==> src/rtl/summator_driver.sv <==
// summator_driver: parallel-to-serial front end for the bit-serial summator.
// Operands are shifted out LSB-first on r1/r2 and followed by a zero pad bit.
// The returning serial sum is collected into a parallel result and checked
// against a locally computed a+b.
module summator_driver #(
    parameter int reglength = 3
) (
    input  logic                 clk,
    input  logic                 rst,
    input  logic                 in_valid,
    output logic                 in_ready,
    input  logic [reglength-1:0] a_in,
    input  logic [reglength-1:0] b_in,
    output logic                 r1,
    output logic                 r2,
    input  logic                 sum,
    output logic                 out_valid,
    input  logic                 out_ready,
    output logic [reglength:0]   result,
    output logic                 err
);

    localparam int cntw = $clog2(reglength + 1);
    localparam logic [cntw-1:0] last_shift = cntw'(reglength - 1);
    localparam logic [cntw-1:0] last_cap   = cntw'(reglength);

    typedef enum logic [2:0] {
        IDLE,
        SHIFT,
        PAD,
        CAPTURE,
        FLUSH,
        DONE
    } state_t;

    state_t                state;
    state_t                next_state;
    logic [cntw-1:0]       cnt;
    logic [reglength-1:0]  shift_a;
    logic [reglength-1:0]  shift_b;
    logic [reglength-1:0]  ref_a;
    logic [reglength-1:0]  ref_b;

    // State register; reset always returns to IDLE and discards the transaction
    always_ff @(posedge clk) begin
        if (rst) state <= IDLE;
        else     state <= next_state;
    end

    // Next-state decode and the handshake flags, which depend on state only
    always_comb begin
        next_state = state;
        in_ready   = 1'b0;
        out_valid  = 1'b0;
        case (state)
            IDLE: begin
                in_ready = 1'b1;
                if (in_valid) next_state = SHIFT;
            end
            SHIFT:   if (cnt == last_shift) next_state = PAD;
            PAD:     next_state = CAPTURE;
            CAPTURE: if (cnt == last_cap) next_state = FLUSH;
            FLUSH:   next_state = DONE;
            DONE: begin
                out_valid = 1'b1;
                if (out_ready) next_state = IDLE;
            end
            default: next_state = IDLE;
        endcase
    end

    // Phase counter restarts at zero whenever the state changes
    always_ff @(posedge clk) begin
        if (rst)                      cnt <= '0;
        else if (next_state != state) cnt <= '0;
        else if (state == SHIFT || state == CAPTURE) cnt <= cnt + 1'b1;
    end

    // Datapath: r1/r2 lead the shift registers by one bit so that they are
    // already carrying operand bit 0 in the first SHIFT cycle
    always_ff @(posedge clk) begin
        if (rst) begin
            r1      <= 1'b0;
            r2      <= 1'b0;
            shift_a <= '0;
            shift_b <= '0;
            ref_a   <= '0;
            ref_b   <= '0;
            result  <= '0;
            err     <= 1'b0;
        end else begin
            r1 <= 1'b0;
            r2 <= 1'b0;
            case (state)
                IDLE: begin
                    if (in_valid) begin
                        r1      <= a_in[0];
                        r2      <= b_in[0];
                        shift_a <= a_in >> 1;
                        shift_b <= b_in >> 1;
                        ref_a   <= a_in;
                        ref_b   <= b_in;
                        result  <= '0;
                        err     <= 1'b0;
                    end
                end
                SHIFT: begin
                    if (cnt != last_shift) begin
                        r1      <= shift_a[0];
                        r2      <= shift_b[0];
                        shift_a <= shift_a >> 1;
                        shift_b <= shift_b >> 1;
                    end
                end
                CAPTURE: result[cnt] <= sum;
                FLUSH:   err <= (result != ({1'b0, ref_a} + {1'b0, ref_b}));
                default: ;
            endcase
        end
    end

endmodule

==> config.mk <==
export PLATFORM = sky130hd
export DESIGN_NAME = summator_driver
export DESIGN_NICKNAME = d
export VERILOG_FILES = /design/src/rtl/summator_driver.sv
export SDC_FILE = /design/constraint.sdc
export NUM_CORES = 1
export LEC_CHECK = 0
export CAP_MARGIN = 10
export CORE_UTILIZATION = 51
export DETAILED_ROUTE_END_ITERATION = 8
export PLACE_DENSITY = 0.77
export SLEW_MARGIN = 40
export SYNTH_ARGS = -nofsm -noshare
export SYNTH_HDL_FRONTEND = slang
export SYNTH_SLANG_ARGS = --single-unit
==> constraint.sdc <==
create_clock -name clk -period 2.1 [get_ports clk]
set_input_delay 0.42 -clock clk [delete_from_list [all_inputs] [get_ports clk]]
set_output_delay 0.42 -clock clk [all_outputs]
set_load 0.02 [all_outputs]
==> flow_metrics.py, run 1 <==
metrics = {
    "global_routing": {
        "antenna_found_initial": 0,
        "first_global_vias": 899,
        "grt_pass1_wl_mm": 4.14,
        "grt_max_degree": 17,
        "grtUsageTotal_pct": 22.0,
        "overflow": 0,
    },
    "setup_path": {
        "worstRegToRegCells": 6,
        "slowest_stage": "clkdlybuf4s50_1",
        "crit_chain": "nor3_1 -> clkdlybuf4s50_1",
        "cp_max_fo": 8,
        "cp-start-kind": "flip-flop",
        "crit_path_max_incr_delay_ps": 630,
        "cp.arrival_ps": 1520,
        "critPathCaptureType": "output port",
        "worst-setup-path-type": "reg2out",
        "cp.required_ps": 1680,
    },
    "routing": {
        "first_iter_violations": 22,
        "drc_errors": 0,
        "ant_nets": 0,
        "drt-vias-per-instance": 5.42,
        "wl_per_cell_um": 13.3,
        "dr.pass1.iters": 4,
        "wl_mm": 2.45,
        "vias": 997,
    },
    "timing": {
        "worst_hold_slack_ps": 468,
        "setup_viol": 0,
        "hold_viol": 0,
        "slew_violations": 0,
        "maxSlewHeadroom_pct": 73.2,
        "fmax_mhz": 516,
        "setup_tns_ps": 0,
        "tightest_slew_ps": 396,
        "fin_crit_sh_pct": 92.2,
        "skew_ps": 6.03,
        "rsz0062_at_grt": "no",
        "period_needed_ps": 1940,
    },
    "synthesis": {
        "synth_nets": 157,
        "synthTopCellsByArea": "dfxtp_1 38%, a21oi_1 9.5%, ha_1 7.5%, nand2_1 7.1%, nor2_1 2.9%",
        "synth_warnings": 0,
        "synth_seq_area_share_pct": 37.9,
        "synth_top_area_share_pct": 37.9,
        "synth_cell_types": 38,
        "synth_common_cells": "22 x a21oi_1, 22 x dfxtp_1, 22 x nand2_1",
        "synth_edf_count": 0,
        "syn-cell-area_um2": 1160,
        "synthFlopType": "dfxtp_1",
        "synth-seq-cells": 22,
        "yosysTopAreaCell": "dfxtp_1",
        "synth.avg_cell_area_um2": 8.41,
        "synth_cells": 138,
        "synthArstFlopShare_pct": 0,
    },
    "final_layout": {
        "nNetsFinal": 178,
        "drive_above_1_share_pct": 10.2,
        "antenna_cells": 0,
        "area_delta_synth_final_pct": 20.9,
        "num-fill-cells": 183,
        "final_cells": 184,
    },
    "clock_tree": {
        "clock-sinks": 22,
        "ctsRootBufferMaster": "clkbuf_4",
        "h-tree-depth": 1,
        "cts_tree": "yes",
        "hold_buffers": 0,
        "clk_latency_ps": 300,
        "cts_buffer_depth": 2,
        "cts_buffers": 3,
        "path_clk_slew_ps": 110,
    },
    "power": {
        "powerDensity_nw_per_um2": 548,
        "pwr-share-seq_pct": 58.0,
        "p_int_uw": 568,
        "swShare_pct": 26.2,
        "netSwitchingPower_uw": 201,
        "combPwrFrac_pct": 17.8,
        "vdd_ir_drop_max_uv": 403,
        "p_clk_share_pct": 24.2,
        "power.leakage_uw": 0.000557,
    },
    "die": {
        "ios": 20,
        "die_w_um": 49.7,
        "placeableCoreArea_um2": 2040,
        "row_count": 16,
        "die_area_um2": 2470,
        "start_util_pct": 56.9,
        "die_h_um": 49.7,
    },
    "run_status": {
        "status": "complete, no violations",
    },
    "placed_design": {
        "io_buffer_count": 19,
        "hpwl_mm": 1.92,
        "place_congestion": 0.806,
        "dp.cells": 181,
    },
    "hold_path": {
        "hold_class": "reg2reg",
        "whs_path_depth": 2,
    },
    "flow_run": {
        "maxCapViolCount": 0,
    },
}
==> path summary, 6_finish.rpt <==
kind	slack (ps)	startpoint	endpoint
hold reg to reg	470	shift_b[1]	shift_b[1]
setup / recovery	160	state[2]	in_ready
setup reg to reg	360	ref_a[0]	err
hold / removal	470	shift_b[1]	shift_b[1]
==> worst max-delay path: cells and delay by family (launching register included) <==
family | cells | cell delay [ps]
flip-flops | 1 | 370
AND/OR/NAND/NOR | 1 | 210
buffers and inverters | 1 | 630
==> layout by cell type, fill, tap and decap left out, types with 2 or more instances in the layout <==
| cell type | Yosys | layout |
|---|---|---|
| or3_2 | 2 | 2 |
| dfxtp_1 | 22 | 21 |
| nand4_1 | 2 | 2 |
| nand2b_1 | 2 | 2 |
| xor2_1 | 3 | 3 |
| nand3_1 | 3 | 3 |
| clkbuf_4 | 0 | 3 |
| nor3_1 | 2 | 2 |
| xnor2_1 | 3 | 3 |
| nor2_1 | 9 | 9 |
| inv_1 | 5 | 5 |
| a21oi_1 | 22 | 22 |
| a211oi_1 | 2 | 2 |
| ha_1 | 7 | 7 |
| nand2_1 | 22 | 22 |
| clkdlybuf4s50_1 | 0 | 18 |
| a221oi_1 | 2 | 2 |
| mux2i_1 | 2 | 2 |
| buf_4 | 1 | 5 |
| o21ai_0 | 5 | 5 |
==> power by group through the flow <==
| stage | Sequential, uW | Clock, uW | Combinational, uW |
|---|---|---|---|
| after floorplan | 458 | 0 | 84.4 |
| after global placement | 455 | 0 | 131 |
| after detailed placement | 456 | 0 | 136 |
| after CTS | 446 | 187 | 136 |
| after global routing | 448 | 214 | 152 |
| final | 446 | 187 | 137 |
==> state kept, by name (all words and copies together), names as in the netlist <==
register  flops
state         3
r2            1
cnt           2
shift_b       2
shift_a       2
ref_b         3
err           1
ref_a         3
result        4
r1            1
==> per-stage QoR <==
stage          util [%]  power (uW)  instance area [um^2]  setup slack (ps)
2_1_floorplan         -         542                  1160               508
3_3_place_gp       67.5         586                  1380               307
5_1_grt            68.8         814                  1400              46.7
6_report           68.8         770                  1400               163
3_5_place_dp       67.5         591                  1380               264
4_1_cts            68.6         770                  1400              63.4
==> routing by layer <==
metal	track usage (%)	routed length, um	up-vias
li1	-	-	516
met1	29.8	1180	464
met2	35.8	1200	15
met3	3.70	44	2
met4	5.71	19	0
met5	0	0	-
==> area by class of cell <==
cell class	count	area (um^2)	area share [%]
Multi-Input combinational cell	102	653	46.5
Inverter	6	22.5	1.60
Timing Repair Buffer	24	230	16.4
Tap cell	27	33.8	2.41
Sequential cell	22	442	31.5
Clock buffer	3	22.5	1.60
==> kinds of logic (layout without fill, tap and decap cells) <==
kind of cell / Yosys count / after routing / share of synthesized area [%]
xor gates and xnor gates: 6 / 6 / 4.53
adders and majority gates: 8 / 8 / 9.27
and+or+nand+nor: 51 / 51 / 23.6
AOI/OAI and AO/OA: 35 / 35 / 17.1
muxes: 2 / 2 / 1.72
buffers and inverters: 14 / 33 / 5.82
DFF: 22 / 22 / 37.9
==> what timing repair did <==
| action | CTS | global route |
|---|---|---|
| endpoints found under the setup margin | 1 | 1 |
| setup buffers | 0 | 0 |
| resized for setup | 1 | 1 |
Note: power is estimated with default switching activity, not from simulation.
==> run 2, diff against run 1 <==
GPL_ROUTABILITY_DRIVEN = 0   (was default)
==> results of run 2 <==
The final DEF is identical to that of run 1; final timing and power are the same.
